[src/rtl/com_rx_ctrl.sv]
// com_rx_ctrl: receive-side packet controller.
// Handshakes a packet in from the receiver (rx_fs/rx_fd), decodes it for one
// cycle, updates the configuration registers, and optionally sends an ACK or
// NAK reply through the transmitter handshake (tx_fs/tx_fd).
// Optional feature: define COM_RX_ERRCNT_EN to build the saturating NAK
// counter on err_cnt; otherwise err_cnt is tied to zero.
module com_rx_ctrl (
    input  logic       clk,
    input  logic       rst,
    input  logic       rx_fs,
    output logic       rx_fd,
    input  logic [3:0] rx_btype,
    input  logic [3:0] rx_bdata,
    output logic       tx_fs,
    input  logic       tx_fd,
    output logic [3:0] tx_btype,
    output logic [3:0] didx,
    output logic [3:0] freq,
    output logic [3:0] ddidx,
    output logic       cfg_upd,
    output logic [7:0] err_cnt
);

    localparam logic [3:0] BT_ACK    = 4'b0001;
    localparam logic [3:0] BT_NAK    = 4'b0010;
    localparam logic [3:0] BT_STALL  = 4'b0011;
    localparam logic [3:0] BT_DIDX   = 4'b0101;
    localparam logic [3:0] BT_DPARAM = 4'b0110;
    localparam logic [3:0] BT_DDIDX  = 4'b0111;
    localparam logic [3:0] FREQ_MAX  = 4'h9;

    typedef enum logic [2:0] {
        S_IDLE  = 3'd0,
        S_WAIT  = 3'd1,
        S_READ  = 3'd2,
        S_DEC   = 3'd3,
        S_SEND  = 3'd4,
        S_SWAIT = 3'd5,
        S_DONE  = 3'd6
    } state_t;

    state_t     state;
    state_t     state_next;
    logic [3:0] btype_q;
    logic [3:0] bdata_q;

    logic dec_reply;
    logic dec_nak;
    logic wr_didx;
    logic wr_freq;
    logic wr_ddidx;

    // State register.
    always_ff @(posedge clk) begin
        // NOTE: clocked state uses non-blocking (<=) so every flop samples
        // pre-edge values; blocking here would create order-dependent races.
        if (rst) state <= S_IDLE;
        else     state <= state_next;
    end

    // Next-state logic and the two handshake strobes, which are pure state decodes.
    always_comb begin
        // NOTE: every output gets a default before the case so no path
        // leaves a value unassigned and no latch is inferred.
        state_next = state;
        rx_fd      = 1'b0;
        tx_fs      = 1'b0;
        case (state)
            S_IDLE:  state_next = S_WAIT;
            S_WAIT:  if (rx_fs) state_next = S_READ;
            S_READ: begin
                rx_fd = 1'b1;
                if (!rx_fs) state_next = S_DEC;
            end
            S_DEC:   state_next = dec_reply ? S_SEND : S_DONE;
            S_SEND: begin
                tx_fs = 1'b1;
                if (tx_fd) state_next = S_SWAIT;
            end
            S_SWAIT: if (!tx_fd) state_next = S_DONE;
            S_DONE:  state_next = S_WAIT;
            default: state_next = S_IDLE;
        endcase
    end

    // Packet decode from the captured type/payload; only acted on in DEC.
    always_comb begin
        dec_reply = 1'b1;
        dec_nak   = 1'b1;
        wr_didx   = 1'b0;
        wr_freq   = 1'b0;
        wr_ddidx  = 1'b0;
        case (btype_q)
            BT_DIDX: begin
                wr_didx = 1'b1;
                dec_nak = 1'b0;
            end
            BT_DPARAM: begin
                if (bdata_q <= FREQ_MAX) begin
                    wr_freq = 1'b1;
                    dec_nak = 1'b0;
                end
            end
            BT_DDIDX: begin
                wr_ddidx = 1'b1;
                dec_nak  = 1'b0;
            end
            BT_ACK, BT_NAK, BT_STALL: begin
                dec_reply = 1'b0;
                dec_nak   = 1'b0;
            end
            default: ;
        endcase
    end

    assign cfg_upd = (state == S_DEC) && (wr_didx || wr_freq || wr_ddidx);

    // Capture the packet on READ entry, commit register writes and the reply type out of DEC.
    always_ff @(posedge clk) begin
        if (rst) begin
            btype_q  <= '0;
            bdata_q  <= '0;
            didx     <= '0;
            freq     <= '0;
            ddidx    <= '0;
            tx_btype <= '0;
        end else begin
            if (state == S_WAIT && rx_fs) begin
                btype_q <= rx_btype;
                bdata_q <= rx_bdata;
            end
            if (state == S_DEC) begin
                if (wr_didx)  didx  <= bdata_q;
                if (wr_freq)  freq  <= bdata_q;
                if (wr_ddidx) ddidx <= bdata_q;
                if (dec_reply) tx_btype <= dec_nak ? BT_NAK : BT_ACK;
            end
        end
    end

`ifdef COM_RX_ERRCNT_EN
    logic [7:0] err_cnt_q;

    // Saturating count of NAK replies issued.
    always_ff @(posedge clk) begin
        if (rst)
            err_cnt_q <= '0;
        else if (state == S_DEC && dec_reply && dec_nak && err_cnt_q != 8'hFF)
            err_cnt_q <= err_cnt_q + 8'd1;
    end

    assign err_cnt = err_cnt_q;
`else
    assign err_cnt = 8'h00;
`endif

endmodule

[config.mk]
export PLATFORM = sky130hd
export DESIGN_NAME = com_rx_ctrl
export DESIGN_NICKNAME = d
export VERILOG_FILES = /design/src/rtl/com_rx_ctrl.sv
export SDC_FILE = /design/constraint.sdc
export NUM_CORES = 1
export LEC_CHECK = 0
export CORE_ASPECT_RATIO = 1.4
export CORE_MARGIN = 3
export CORE_UTILIZATION = 49
export CTS_BUF_LIST = sky130_fd_sc_hd__clkbuf_4 sky130_fd_sc_hd__clkbuf_8
export CTS_CLUSTER_DIAMETER = 60
export CTS_CLUSTER_SIZE = 10
export DETAILED_ROUTE_END_ITERATION = 8
export GPL_TIMING_DRIVEN = 0
export PLACE_DENSITY = 0.86
export SYNTH_ARGS = -nofsm -noshare
export SYNTH_HDL_FRONTEND = slang
export SYNTH_SLANG_ARGS = --single-unit
[constraint.sdc]
create_clock -name clk -period 2.2 [get_ports clk]
set_clock_uncertainty 0.15 [all_clocks]
set_input_delay 0.33 -clock clk [delete_from_list [all_inputs] [get_ports clk]]
set_output_delay 0.33 -clock clk [all_outputs]
set_load 0.02 [all_outputs]
# --- After elaboration in Yosys (flattened, before gate mapping) ---
# Cells that the tools add are included.
totals:
  regBits: 27
  out_inout_bits: 27
  inputBits: 12
  word_cells: 53
op_classes:
  reduce_logical: 13
  magnitude_cmp: 1
  eq_ne: 16
  bitwise: 1
  muxes: 15
op_table:
  columns: ["op", "count"]
  rows:
  - ["3-bit case mux with 6 select lines", 1]
  - ["4-bit by 3-bit equality test with 1-bit output (second input constant)", 3]
  - ["3-bit two-way mux", 4]
  - ["3-bit equality test (second input constant)", 3]
  - ["4-bit by 2-bit equality test with 1-bit output (second input constant)", 2]
  - ["2-bit inequality test (second input constant)", 4]
  - ["2-bit AND reduction", 4]
  - ["1-bit two-way mux", 7]
  - ["3-bit by 2-bit equality test with 1-bit output (second input constant)", 2]
  - ["5-bit OR reduction", 1]
  - ["4-bit by 1-bit equality test with 1-bit output (second input constant)", 1]
  - ["4-bit less-or-equal comparator (second input constant)", 1]
  - ["2-bit two-way mux", 2]
  - ["4-bit AND reduction", 1]
  - ["3-bit by 1-bit equality test with 1-bit output (second input constant)", 1]
  - ["3-bit zero test", 1]
  - ["3-bit OR reduction", 1]
  - ["1-bit logical AND", 2]
  - ["1-bit logical OR", 2]
  - ["1-bit case mux with 2 select lines", 1]
  - ["2-bit OR reduction", 1]
  - ["1-bit NOT", 1]

# --- Logic depth before layout (Yosys ltp) ---
logic_depth:
  depth_word: 6
  mapped_depth: 5

# --- Least setup slack after synthesis ---
# No wires, ideal clock.
synth_timing:
  kind: "register -> output"
  start: "reg btype_q[1]"
  end: "out cfg_upd"
  t_arrival_ns: 1.100
  slack_ns: 0.620
  stages_incl_launch_ff: 4
  n_path_buf: 0
  cell_sequence: "dfxtp_1 > and4bb_2 > nand3_1 > o21ai_0"
synth_between:
  elab_chain_len: 5
  word_cells_on_any_way: 9
  classes_between: "eq/ne (3); mux (3); reduce/logical (3)"
synth_rtl:
  columns: ["element", "line", "source"]
  rows:
  - ["start, declared", "44", "logic [3:0] btype_q;"]
  - ["start signal, assigned", "129", "btype_q <= rx_btype;"]
  - ["4-bit by 3-bit equality test with 1-bit output", "93", "case (btype_q)"]
  - ["1-bit two-way mux", "93", null]
  - ["1-bit logical OR", "116", "assign cfg_upd = (state == S_DEC) && (wr_didx || wr_freq || wr_ddidx);"]
  - ["1-bit logical OR *", "116", null]
  - ["1-bit logical AND *", "116", null]
  - ["end, declared", "20", "output logic cfg_upd,"]
# Every way passes the cells marked *; elsewhere a longest branch is shown, timed or not.

# --- Worst setup path after layout ---
layout_timing:
  start: "reg btype_q[3]"
  end: "out cfg_upd"
# Same word-level chain as after synthesis.

==> impl_metrics.toml <==
[synthesis]
synth.area.mux_share = 0.193
yosys.cell_count.top_type = "dfxtp_1"
syn-mean-instance-area_sq_um = 9.56
synthTopCellsByArea = "dfxtp_1 46%, mux2i_1 19%, nor2_1 8.3%"
synth_compound_area_frac = 0.0586
synth_top_family_by_area = "simple AND/OR/NAND/NOR gates"
synth-xor-area-share = 0
ys_seq_elements = 25
synth_ff_type = "dfxtp_1"
yosysWarnings = 0
synth_common_cells = "25 x dfxtp_1, 24 x nor2_1, 21 x mux2i_1, 10 x buf_4, 6 x nand2b_1"
yosys.area.top_type_share = 0.459
synthCells = 114
synth.distinct_cells = 26
synth_area_sq_mm = 0.00109
synth_top_area_cell = "dfxtp_1"
synth-adder-area-share = 0
async_reset_ff_frac = 0
yosysSeqAreaShare = 0.459
yosys.area_share.simple = 0.195
synth_edf_count = 0

[setup_path]
r2r-end = "didx[1]"
critPathLaunchType = "flip-flop"
cp.required_ns = 1.72
crit_end = "cfg_upd"
rr_startpoint = "state[2]"
cp-end-kind = "output pin"
cp.arrival_ns = 1.58
worst-path-max-fanout = 5
reg2reg_depth = 4
crit_path_start = "btype_q[3]"
path_class = "flip-flop to output pin"
r2r_slack_ns = 0.53

[grt]
grt_max_degree = 15
grt.overflow.total = 0
grt_first_pass_wirelength_um = 3820
first_global_vias = 883
antenna_found_initial = 0
track_usage = 0.180

[drt]
vias = 891
drt-total-wl_um = 2300
antenna_left = 0
wl_per_cell_um = 13.2
drc = 0
via_per_inst = 5.09
first_pass_iters = 4
drtIter0Drc = 15

[final_layout]
n_antenna_cell = 0
area_delta_synth_final_pct = 33.1
design_area_sq_mm = 0.00145
fin_util = 0.709
layout.nets = 167
multi_input_area_sq_um = 529
final_layout_size_suffix_gt1_frac = 0.143
register_area_sq_um = 503
fill_cells = 161
fin_cells = 175

[timing]
drv_slew = 0
rsz0062_at_grt = "no"
fin_crit_ns = 2.06
fmax_mhz = 484
hold_viol = 0
setup_viol = 0
hold_ws_ns = 0.168
setup_ws_ns = 0.135
fin_crit_sh = 0.938

[place]
place_area_sq_mm = 0.00142
portBuffers = 27
dp_hpwl_um = 1780
gp_congestion = 0.713
place_inst = 171
dp_slack_ns = -0.0503

[die]
start_util = 0.533
die-area_sq_mm = 0.00283
core-area_sq_mm = 0.00204
ios = 39
die_h_um = 61.8
die_x_um = 45.9
num_rows = 19

[power]
combPwrFrac = 0.147
vdd_ir_drop_max_mv = 0.555
p_leak_nw = 0.606
clock_power_share = 0.247
intPower_mw = 0.596
p_seq_frac = 0.606
power_density_mw_per_mm2 = 556
netSwitchingFraction = 0.261
p_sw_mw = 0.210

[clock_network]
clock-root-buffer = "clkbuf_4"
tritoncts = "built"
cts_resized = 4
cts_sinks = 25
insertion_delay_ns = 0.32
clock_path_buffers = 2
cts-buffers-inserted = 3
post-cts-setup-buffers = 0
clk_pin_slew_ns = 0.14
htreeDepth = 1
cts_hold_buffers = 0

[hold_path]
hold_depth = 2
hold_path_class = "input port to flip-flop"

[flow_run]
cap_viol_max_count = 0

[run_status]
outcome = "complete, no violations"
[metal layers]
| metal | vias up | GRT usage | share of wire |
|---|---|---|---|
| met5 | - | 0 | 0 |
| met4 | 0 | 0.0854 | 0.014 |
| met3 | 6 | 0.0375 | 0.063 |
| met2 | 36 | 0.313 | 0.53 |
| met1 | 406 | 0.205 | 0.40 |
| li1 | 443 | - | - |
[power groups by stage]
stage | clock, mW | sequential (mW) | combinational, mW
6_report | 0.199 | 0.488 | 0.118
5_1_grt | 0.225 | 0.492 | 0.129
4_1_cts | 0.207 | 0.488 | 0.118
3_5_place_dp | 0 | 0.498 | 0.117
3_3_place_gp | 0 | 0.495 | 0.114
2_1_floorplan | 0 | 0.493 | 0.0820
[placed cells by master, fill, tap and decap left out]
cell             netlist  layout
a211oi_1               1       1
a21oi_1                3       3
a311oi_1               1       1
a31oi_1                1       1
and3b_1                1       1
and4bb_2               1       1
buf_1                  1       1
buf_2                  1       1
buf_4                 10      10
clkbuf_1               2       2
clkbuf_2               0       1
clkbuf_4               0       3
clkdlybuf4s50_1        0      26
clkinv_2               0       1
conb_1                 1      10
dfxtp_1               25      23
dfxtp_2                0       2
inv_1                  2       2
mux2i_1               21      21
nand2_1                1       1
nand2b_1               6       6
nand3_1                2       1
nand3_2                0       1
nand3b_1               2       2
nor2_1                24      24
nor2_4                 1       1
nor3_2                 1       1
nor3b_1                1       1
o21ai_0                2       1
o21ai_1                0       1
o31a_1                 1       1
o31ai_1                1       1
or3_1                  1       1
[kinds of logic (layout without fill, tap and decap cells)]
group	after synthesis	count (layout)
AND/OR/NAND/NOR	41	41
flip-flops	25	25
other	1	10
AO/OA/AOI/OAI	10	10
buffers and inverters	16	47
multiplexers	21	21
[state kept, by name, indices dropped and copies added, names as in the netlist]
name      flops
bdata_q       4
btype_q       4
ddidx         4
didx          4
freq          4
state         3
tx_btype      2
[worst min-delay path by stage]
stage	from	to	slack, ns
after global placement	tx_btype[1]	tx_btype[1]	0.32
final	rst	tx_btype[1]	0.17
after floorplan	rx_bdata[0]	bdata_q[0]	0.33
after global routing	rst	tx_btype[1]	0.19
after CTS	rst	state[2]	0.16
after detailed placement	tx_btype[1]	tx_btype[1]	0.32
[layout make-up]
| cell class | count | share of cell area |
|---|---|---|
| inverters | 2 | 0.00518 |
| flip-flops and latches | 25 | 0.347 |
| plain buffers | 14 | 0.0630 |
| clock buffers | 3 | 0.0155 |
| repair buffers | 27 | 0.183 |
| multi-input cells | 82 | 0.365 |
| well taps | 21 | 0.0181 |
| clock inverters | 1 | 0.00345 |
[critical path, stage by stage, from the launching register on]
cell and delay [ns]:
dfxtp_1 0.38, and4bb_2 0.35, nand3_2 0.18, o21ai_0 0.15
clkbuf_2 0.21
[through the flow]
step	TNS [ns]	total power, mW
floorplan	0	0.575
global placement	0	0.610
detailed placement	-0.0503	0.615
CTS	0	0.813
global route	0	0.847
finish	0	0.806
(Power assumes the default switching activity.)
